[src/rtl/ctrl_pkg.sv]
// ----------------------------------------------------------------------------
// ctrl_pkg
// Shared types and constants for the RV32I multi-cycle sequencing controller:
//   alu_op_e      - 5-bit ALU operation codes driven to the datapath ALU
//   ctrl_state_e  - controller FSM states
//   OPC_*         - major opcodes accepted by the controller
//   F7_*          - funct7 values distinguishing base / alternate operations
//   F3_*          - funct3 values used by the ALU classification
//   base_alu_op   - funct3 -> ALU op for the base (funct7 = 0) encodings
// ----------------------------------------------------------------------------
package ctrl_pkg;

    typedef enum logic [4:0] {
        ALU_ADD  = 5'd0,
        ALU_SUB  = 5'd1,
        ALU_SLL  = 5'd2,
        ALU_SLT  = 5'd3,
        ALU_SLTU = 5'd4,
        ALU_XOR  = 5'd5,
        ALU_SRL  = 5'd6,
        ALU_SRA  = 5'd7,
        ALU_OR   = 5'd8,
        ALU_AND  = 5'd9
    } alu_op_e;

    typedef enum logic [2:0] {
        FETCH   = 3'd0,
        DECODE  = 3'd1,
        EXECUTE = 3'd2,
        MEM     = 3'd3,
        WB      = 3'd4,
        TRAP    = 3'd5
    } ctrl_state_e;

    localparam logic [6:0] OPC_R     = 7'b0110011;
    localparam logic [6:0] OPC_I_ALU = 7'b0010011;
    localparam logic [6:0] OPC_LOAD  = 7'b0000011;
    localparam logic [6:0] OPC_STORE = 7'b0100011;

    localparam logic [6:0] F7_BASE = 7'b0000000;
    localparam logic [6:0] F7_ALT  = 7'b0100000;

    localparam logic [2:0] F3_ADD  = 3'b000;
    localparam logic [2:0] F3_SLL  = 3'b001;
    localparam logic [2:0] F3_SLT  = 3'b010;
    localparam logic [2:0] F3_SLTU = 3'b011;
    localparam logic [2:0] F3_XOR  = 3'b100;
    localparam logic [2:0] F3_SR   = 3'b101;
    localparam logic [2:0] F3_OR   = 3'b110;
    localparam logic [2:0] F3_AND  = 3'b111;

    function automatic alu_op_e base_alu_op(input logic [2:0] funct3);
        alu_op_e op;
        op = ALU_ADD;
        case (funct3)
            F3_ADD:  op = ALU_ADD;
            F3_SLL:  op = ALU_SLL;
            F3_SLT:  op = ALU_SLT;
            F3_SLTU: op = ALU_SLTU;
            F3_XOR:  op = ALU_XOR;
            F3_SR:   op = ALU_SRL;
            F3_OR:   op = ALU_OR;
            F3_AND:  op = ALU_AND;
            default: op = ALU_ADD;
        endcase
        return op;
    endfunction

endpackage

[src/rtl/instr_decoder.sv]
// ----------------------------------------------------------------------------
// instr_decoder
// Combinational classification of an RV32I R/I-ALU/load/store instruction.
// Ports:
//   opcode   in  7  instruction[6:0]
//   funct3   in  3  instruction[14:12]
//   funct7   in  7  instruction[31:25]
//   alu_op   out    ALU operation (add for loads/stores)
//   sel_b    out 1  operand B: 0 = rs2, 1 = immediate
//   wb_sel   out 1  write-back source: 0 = ALU, 1 = load data
//   is_load  out 1  instruction is a load
//   is_store out 1  instruction is a store
//   mem_size out 3  access size (funct3) for loads/stores
//   illegal  out 1  encoding not supported by the controller
// ----------------------------------------------------------------------------
module instr_decoder
    import ctrl_pkg::*;
(
    input  logic [6:0] opcode,
    input  logic [2:0] funct3,
    input  logic [6:0] funct7,
    output alu_op_e    alu_op,
    output logic       sel_b,
    output logic       wb_sel,
    output logic       is_load,
    output logic       is_store,
    output logic [2:0] mem_size,
    output logic       illegal
);

    always_comb begin
        alu_op   = ALU_ADD;
        sel_b    = 1'b0;
        wb_sel   = 1'b0;
        is_load  = 1'b0;
        is_store = 1'b0;
        mem_size = funct3;
        illegal  = 1'b0;

        case (opcode)
            OPC_R: begin
                if (funct7 == F7_BASE) begin
                    alu_op = base_alu_op(funct3);
                end else if (funct7 == F7_ALT && funct3 == F3_ADD) begin
                    alu_op = ALU_SUB;
                end else if (funct7 == F7_ALT && funct3 == F3_SR) begin
                    alu_op = ALU_SRA;
                end else begin
                    illegal = 1'b1;
                end
            end
            OPC_I_ALU: begin
                sel_b = 1'b1;
                // Only the shift-immediates carry a funct7 field; elsewhere
                // those bits belong to the immediate and are not checked.
                case (funct3)
                    F3_SLL: begin
                        if (funct7 == F7_BASE) alu_op = ALU_SLL;
                        else                   illegal = 1'b1;
                    end
                    F3_SR: begin
                        if (funct7 == F7_BASE)     alu_op = ALU_SRL;
                        else if (funct7 == F7_ALT) alu_op = ALU_SRA;
                        else                       illegal = 1'b1;
                    end
                    default: alu_op = base_alu_op(funct3);
                endcase
            end
            OPC_LOAD: begin
                sel_b   = 1'b1;
                wb_sel  = 1'b1;
                is_load = 1'b1;
            end
            OPC_STORE: begin
                sel_b    = 1'b1;
                is_store = 1'b1;
            end
            default: illegal = 1'b1;
        endcase
    end

endmodule

[src/rtl/multicycle_controller.sv]
// ----------------------------------------------------------------------------
// multicycle_controller
// Stage-timed control FSM (FETCH, DECODE, EXECUTE, MEM, WB, TRAP) for the
// RV32I R/I-type datapath.
// Optional feature macro: CTRL_RETIRE_CNT_EN adds the retired_count port.
// Ports:
//   clk, rst              clock, asynchronous active-high reset
//   instruction           IR contents, valid from DECODE onward
//   imem_req / imem_ack   instruction fetch handshake
//   ir_write_enable       IR load, on the fetch ack cycle
//   dmem_req / dmem_ack   data access handshake
//   dmem_we, dmem_size    store flag and funct3 size, valid while dmem_req
//   alu_op, sel_b, wb_sel datapath controls, registered in DECODE
//   regfile_write_enable  one-cycle pulse in WB
//   pc_write_enable       one-cycle pulse at retirement
//   illegal_instr         high while in TRAP (sticky until rst)
//   retired_count         retired-instruction counter (macro only)
// ----------------------------------------------------------------------------
module multicycle_controller
    import ctrl_pkg::*;
#(
    parameter int unsigned INSTR_WIDTH  = 32,
    parameter int unsigned ALU_OP_WIDTH = 5
) (
    input  logic                    clk,
    input  logic                    rst,
    input  logic [INSTR_WIDTH-1:0]  instruction,
    output logic                    imem_req,
    input  logic                    imem_ack,
    output logic                    ir_write_enable,
    output logic                    dmem_req,
    output logic                    dmem_we,
    output logic [2:0]              dmem_size,
    input  logic                    dmem_ack,
    output logic [ALU_OP_WIDTH-1:0] alu_op,
    output logic                    sel_b,
    output logic                    wb_sel,
    output logic                    regfile_write_enable,
    output logic                    pc_write_enable,
    output logic                    illegal_instr
`ifdef CTRL_RETIRE_CNT_EN
    ,
    output logic [31:0]             retired_count
`endif
);

    ctrl_state_e state;
    ctrl_state_e next_state;

    alu_op_e    dec_alu_op;
    logic       dec_sel_b;
    logic       dec_wb_sel;
    logic       dec_is_load;
    logic       dec_is_store;
    logic [2:0] dec_mem_size;
    logic       dec_illegal;

    // Set in DECODE for loads and stores; steers EXECUTE towards MEM.
    logic       mem_op_q;

    // Register-specifier and immediate fields are consumed by the datapath.
    logic       unused_instr_bits;
    assign unused_instr_bits = ^{instruction[24:15], instruction[11:7]};

    instr_decoder u_decoder (
        .opcode   (instruction[6:0]),
        .funct3   (instruction[14:12]),
        .funct7   (instruction[31:25]),
        .alu_op   (dec_alu_op),
        .sel_b    (dec_sel_b),
        .wb_sel   (dec_wb_sel),
        .is_load  (dec_is_load),
        .is_store (dec_is_store),
        .mem_size (dec_mem_size),
        .illegal  (dec_illegal)
    );

    always_ff @(posedge clk or posedge rst) begin
        if (rst) begin
            state <= FETCH;
        end else begin
            state <= next_state;
        end
    end

    always_ff @(posedge clk or posedge rst) begin
        if (rst) begin
            alu_op    <= '0;
            sel_b     <= 1'b0;
            wb_sel    <= 1'b0;
            dmem_we   <= 1'b0;
            dmem_size <= '0;
            mem_op_q  <= 1'b0;
        end else if (state == DECODE) begin
            alu_op    <= ALU_OP_WIDTH'(dec_alu_op);
            sel_b     <= dec_sel_b;
            wb_sel    <= dec_wb_sel;
            dmem_we   <= dec_is_store;
            dmem_size <= dec_mem_size;
            mem_op_q  <= dec_is_load | dec_is_store;
        end
    end

    always_comb begin
        next_state           = state;
        imem_req             = 1'b0;
        ir_write_enable      = 1'b0;
        dmem_req             = 1'b0;
        regfile_write_enable = 1'b0;
        pc_write_enable      = 1'b0;

        case (state)
            FETCH: begin
                // Reset holds the state in FETCH; masking with rst keeps the
                // request low for the whole reset window.
                imem_req = ~rst;
                if (imem_ack) begin
                    ir_write_enable = ~rst;
                    next_state      = DECODE;
                end
            end
            DECODE: begin
                next_state = dec_illegal ? TRAP : EXECUTE;
            end
            EXECUTE: begin
                next_state = mem_op_q ? MEM : WB;
            end
            MEM: begin
                dmem_req = 1'b1;
                if (dmem_ack) begin
                    if (wb_sel) begin
                        next_state = WB;
                    end else begin
                        pc_write_enable = 1'b1;
                        next_state      = FETCH;
                    end
                end
            end
            WB: begin
                regfile_write_enable = 1'b1;
                pc_write_enable      = 1'b1;
                next_state           = FETCH;
            end
            TRAP: begin
                next_state = TRAP;
            end
            default: begin
                next_state = FETCH;
            end
        endcase
    end

    assign illegal_instr = (state == TRAP);

`ifdef CTRL_RETIRE_CNT_EN
    always_ff @(posedge clk or posedge rst) begin
        if (rst) begin
            retired_count <= '0;
        end else if (pc_write_enable) begin
            retired_count <= retired_count + 32'd1;
        end
    end
`endif

endmodule

[config.mk]
export PLATFORM = sky130hd
export DESIGN_NAME = multicycle_controller
export DESIGN_NICKNAME = d
export VERILOG_FILES = /design/src/rtl/ctrl_pkg.sv /design/src/rtl/instr_decoder.sv /design/src/rtl/multicycle_controller.sv
export SDC_FILE = /design/constraint.sdc
export NUM_CORES = 1
export LEC_CHECK = 0
export CORE_MARGIN = 5
export CORE_UTILIZATION = 36
export CTS_BUF_LIST = sky130_fd_sc_hd__clkbuf_4 sky130_fd_sc_hd__clkbuf_8
export DETAILED_ROUTE_END_ITERATION = 10
export GPL_TIMING_DRIVEN = 0
export PLACE_DENSITY = 0.87
export SYNTH_ARGS = -nofsm -noshare
export SYNTH_HDL_FRONTEND = slang
export SYNTH_SLANG_ARGS = --single-unit
[constraint.sdc]
create_clock -name clk -period 1.5 [get_ports clk]
set_input_delay 0.45 -clock clk [delete_from_list [all_inputs] [get_ports clk]]
set_output_delay 0.45 -clock clk [all_outputs]
set_load 0.05 [all_outputs]
After elaboration in Yosys (flattened, before gate mapping)
Memory sizes are Yosys's and may differ from the RTL's.
Cells that the tools add are included.
- register bits after elaboration: 15
- memory bits (read-only): 64
- memories kept: 2
- memories (memory ; depth ; bits a word ; read ports ; clocked after Yosys merged registers in ; wr ports ; RTL line ; text):
    (no name shown) ; 8 ; 4 ; 1 ; 0 ; 0 ; ctrl_pkg.sv:55 ; case (funct3)
    (no name shown) ; 8 ; 4 ; 1 ; 0 ; 0 ; ctrl_pkg.sv:55 ;
- equal/unequal tests: 14
- muxes and demuxes: 33
- bitwise operators: 2
- reductions and logical operators: 8
- operator list (operator ; number):
    $eq A7 B6 Y1 const B ; 3
    $mux W3 ; 7
    $pmux W5 S2 ; 2
    $mux W1 ; 16
    $mux W5 ; 3
    $pmux W3 S5 ; 1
    $eq A3 B3 Y1 const B ; 3
    $eq A7 B2 Y1 const B ; 1
    $eq A7 B5 Y1 const B ; 1
    $logic_not A7 Y1 ; 1
    $eq A3 B1 Y1 const B ; 2
    $eq A3 B2 Y1 const B ; 2
    $logic_not A3 Y1 ; 2
    $ne A2 B2 Y1 const B ; 2
    $pmux W1 S2 ; 2
    $pmux W1 S3 ; 1
    $reduce_or A3 Y1 ; 1
    $logic_and A1 B1 Y1 ; 2
    $mux W2 ; 1
    $reduce_and A2 Y1 ; 1
    $reduce_or A2 Y1 ; 1
    $not A1 Y1 ; 1
    $or A1 B1 Y1 ; 1

Longest topological paths before layout
- word-level depth: 8
- depth in mapped cells: 7
- depth with buffers taken out: 7

Cells and area by module
Synthesis repeated with hierarchy kept, for this count alone.
- cells, all modules: 122
- area total of the unflattened synthesis: 1159.9 sq um
- by module, submodules not included (module ; instances ; cells an instance ; area each (sq um)):
    multicycle_controller ; 1 ; 62 ; 760.7
    instr_decoder ; 1 ; 60 ; 399.1

Worst setup path before layout
No wires, ideal clock.
- path type: reg2out
- from: register state[1]
- to: output port ir_write_enable
- data arrival time: 2.687 ns
- required time: 1.050 ns
- slack: -1.637 ns
- stages on the path, launching flop included: 4
- buffers on the path: 1
- path through: dfrtp_1 clkbuf_1 nor4_1 and2_1
- cells in the longest elaborated chain, start to end: 2
- ends and longest elaborated chain (element ; RTL line ; text):
    from (decl) ; multicycle_controller.sv:47 ; ctrl_state_e state;
    from (signal assigned) ; multicycle_controller.sv:82 ; state <= next_state;
    $logic_not A3 Y1 ; multicycle_controller.sv:112 ; case (state)
    $mux W1 ; multicycle_controller.sv:112 ;
    to (decl) ; multicycle_controller.sv:30 ; output logic ir_write_enable,
Every way passes these cells.

Worst setup path in the final report
- from: register state[0]
- to: output port ir_write_enable
Same word-level chain as after synthesis.

==> key figures <==
Status
  – Outcome: finished with violations
  – Failing checks: setup timing

Cells and area
  – Final core occ: 67.5%
  – Fin nets: 212
  – Fill cell total of the finished layout: around 210
  – Area Overhead vs Synth: 75.4%
  – Share of cells above drive strength 1: between 40 and 50%
  – Antenna cells: 0
  – Finished Cell Area: approximately 0.0017 mm²

Critical path
  – Crit start category: flop
  – Register-to-Register Path Depth: 7
  – Crit path max fanout: 8
  – Endpoint type of the worst setup path: output port
  – CP Cell Sequence: buf_6 -> nor4_4 -> and2_4 -> buf_8
  – Reg2reg end: alu_op[1]$_DFFE_PP0N_
  – Setup Crit Path Kind: flop to output port
  – CP peak stage delay: 380 ps
  – Crit Reg-Reg Startpoint: state[1]$_DFFE_PP0P_
  – Critical path required time: around 1100 ps
  – WP data arrival: 1390 ps
  – Slowest-stage cell, CP: dfrtp_1
  – R2R Setup Slk: -220 ps

Clock tree
  – CTS tree: built
  – H-tree levels: 1
  – Total CTS buffers: 3
  – Clock Root Buffer: clkbuf_4
  – CTS sink count: 14
  – Clk Latency, worst-skew pair: between 200 and 300 ps
  – Clock buffer depth: 2
  – CTS Hold Bufs: 0
  – Clock transition at path regs: approximately 90 ps

Yosys
  – Synth area leaders: dfrtp_1 (36%), nand2_1 (7.3%), ha_1 (5.2%)
  – Commonest cells in the netlist: nand2_1 (19), dfrtp_1 (14), o21ai_0 (10), nor2_1 (8), inv_1 (7)
  – Count leader, synth: nand2_1
  – Synth Cell Area: 971 µm²
  – Ys flop type: dfrtp_1
  – Cells after synthesis: around 120
  – Post-synth top area share: 36.1%
  – Syn_area_per_cell: 8.16 µm²
  – Synth area leader: dfrtp_1
  – Syn_nets: 159
  – #FFs+latches synth: 14
  – Ys Warns: 0
  – Number of enable flip-flop cells after synthesis: 0
  – Unique masters post-synth: 39
  – Synth async-reset ratio: 100%
  – Post-synthesis sequential area ratio: a little over a third

STA
  – Least-Margin Pin Slew: 524 ps
  – Final setup fails: 17
  – Max-slew headroom: around 65%
  – Final period utilization: 123%
  – Final Skew: roughly 7.5 ps
  – Final hold violations: 0
  – Unrepaired setup endpoints after global routing: true
  – Final WS setup: -342 ps
  – Post-route minimum period: 1840 ps
  – Fmax achieved: 543 MHz
  – Max-slew violations: 0

Placement
  – Buffers on Ports: 36
  – Final GP Congestion: just under 0.9
  – Pre-CTS setup slack: -1060 ps
  – Dpl cell area: roughly 0.0014 mm²
  – Dpl hpwl: roughly 2100 µm

Power
  – Peak VDD IR: 1.43 mV
  – Switching part of the total: between 40% and 50%
  – Int Power: ~1.4 mW
  – Power per standard cell area: between 1500 and 2000 mW/mm²
  – Static Leakage: roughly 0.76 nW
  – Logic gate share of total power: around 68%
  – Clock share of power: between 10 and 15%
  – Net Sw Power: approximately 1.3 mW
  – Seq pwr share: 21.7%

Floorplanning
  – Initial Util: around two fifths
  – Boundary pin count: 53
  – Die X: between 60 and 70 µm
  – CORE AREA: 0.00252 mm²
  – Die area: between 0.003 and 0.004 mm²
  – Die height: about 62 µm
  – # rows: 18

Hold path
  – Hold Crit Class: primary input to asynchronous set/reset pin

GRT
  – Largest net degree at the start of global routing: 15
  – Total Routing Usage GR: 17.7%
  – Global route overflow: 0
  – Vias in the first global route: about 1100
  – First-pass GRT wire length: roughly 5000 µm
  – Antenna violations before repair: 0

Routing
  – Overall routed net length: between 3000 and 4000 µm
  – Antenna-violating nets left: 0
  – Vias per inst: between 5 and 6
  – DRC Markers: 0
  – WL/cell: approximately 16 µm
  – Iter 0 DRT Violations: 28
  – Detailed-route via count: approximately 1100
  – Initial DRT Pass Iterations: 4

Job
  – Number of max-cap violations: 0
layer usage:
layer  GRT usage, %  wire length (µm)  vias up
li1               -                 -      519
met1           18.0              1130      519
met2           35.7              1840       33
met3           4.55               177        4
met4           3.33                38        0
met5              0                 0        -
timing repair:
item / CTS / global route
cloned: 1 / 0
buffers inserted: 10 / 3
endpoints found under the setup margin: 30 / 25
gates resized for setup: 143 / 17
pin swaps: 24 / 9
worst max-delay path: cells and delay by family (launching register included):
family,cells,cell delay [ps]
buf+inv,2,280
simple gates,2,450
flops,1,380
power groups by stage:
stage | clock network, mW | logic, mW | registers [mW]
floorplan | 0 | 0.841 | 0.769
global placement | 0 | 1.43 | 0.567
detailed placement | 0 | 1.47 | 0.571
CTS | 0.272 | 1.73 | 0.563
global route | 0.297 | 1.92 | 0.581
finish | 0.268 | 1.80 | 0.570
logic make-up (layout without fill, tap and decap cells):
kind of cell               Yosys count  count (layout)  synth area share (%)
AOI/OAI and AO/OA                   30              30                  19.3
adders and majority gates            4               4                  5.15
buffers and inverters               15              67                  6.83
DFF                                 14              14                  36.1
muxes                                3               3                  4.64
other                                1               1                 0.386
and+or+nand+nor                     52              52                  27.6
registers in the layout, indices dropped and copies added, names as in the netlist:
signal / flops
mem_op_q: 1
wb_sel: 1
alu_op: 4
dmem_size: 3
sel_b: 1
state: 3
dmem_we: 1
area by class of cell:
| cell class | count | area [µm²] | area share (%) |
|---|---|---|---|
| Buffer | 6 | 72.6 | 4.26 |
| Clock buffer | 4 | 36.3 | 2.13 |
| Tap cell | 30 | 37.5 | 2.20 |
| Multi-Input combinational cell | 90 | 739 | 43.4 |
| Sequential cell | 14 | 352 | 20.6 |
| Timing Repair Buffer | 50 | 439 | 25.8 |
| Inverter | 7 | 26.3 | 1.54 |
stage by stage:
step / TNS (ps) / std cells / hold WS [ps] / total power, mW
2_1_floorplan: -3180 / 119 / 339 / 1.61
3_3_place_gp: -12990 / 185 / 469 / 1.99
3_5_place_dp: -13880 / 185 / 470 / 2.04
4_1_cts: -2890 / 198 / 396 / 2.56
5_1_grt: -4060 / 201 / 444 / 2.79
6_report: -3070 / 201 / 377 / 2.63
layout by cell type (no fill, tap or decap), types with 4 or more instances in the layout:
cell             instances
a21oi_1                  5
buf_2                   10
buf_4                   11
buf_6                    8
buf_8                    4
clkbuf_4                 4
clkdlybuf4s15_2          5
clkdlybuf4s50_1          4
dfrtp_1                 13
dlygate4sd2_1           10
inv_1                    4
nand2_1                 17
nor2_1                   6
o21ai_1                  6
how the worst max path moves through the flow:
stage                     depth (start not counted)               to                  from  slack (ps)
final                                             4  ir_write_enable  state[0]$_DFFE_PP0P_        -340
after global routing                              4  ir_write_enable  state[0]$_DFFE_PP0P_        -380
after CTS                                         4  ir_write_enable  state[0]$_DFFE_PP0P_        -340
after detailed placement                          4  ir_write_enable                   rst       -1060
after global placement                            4  ir_write_enable                   rst       -1050
after floorplan                                   3  ir_write_enable  state[0]$_DFFE_PP0P_        -480
No activity file was read; power rests on OpenSTA's default activity.
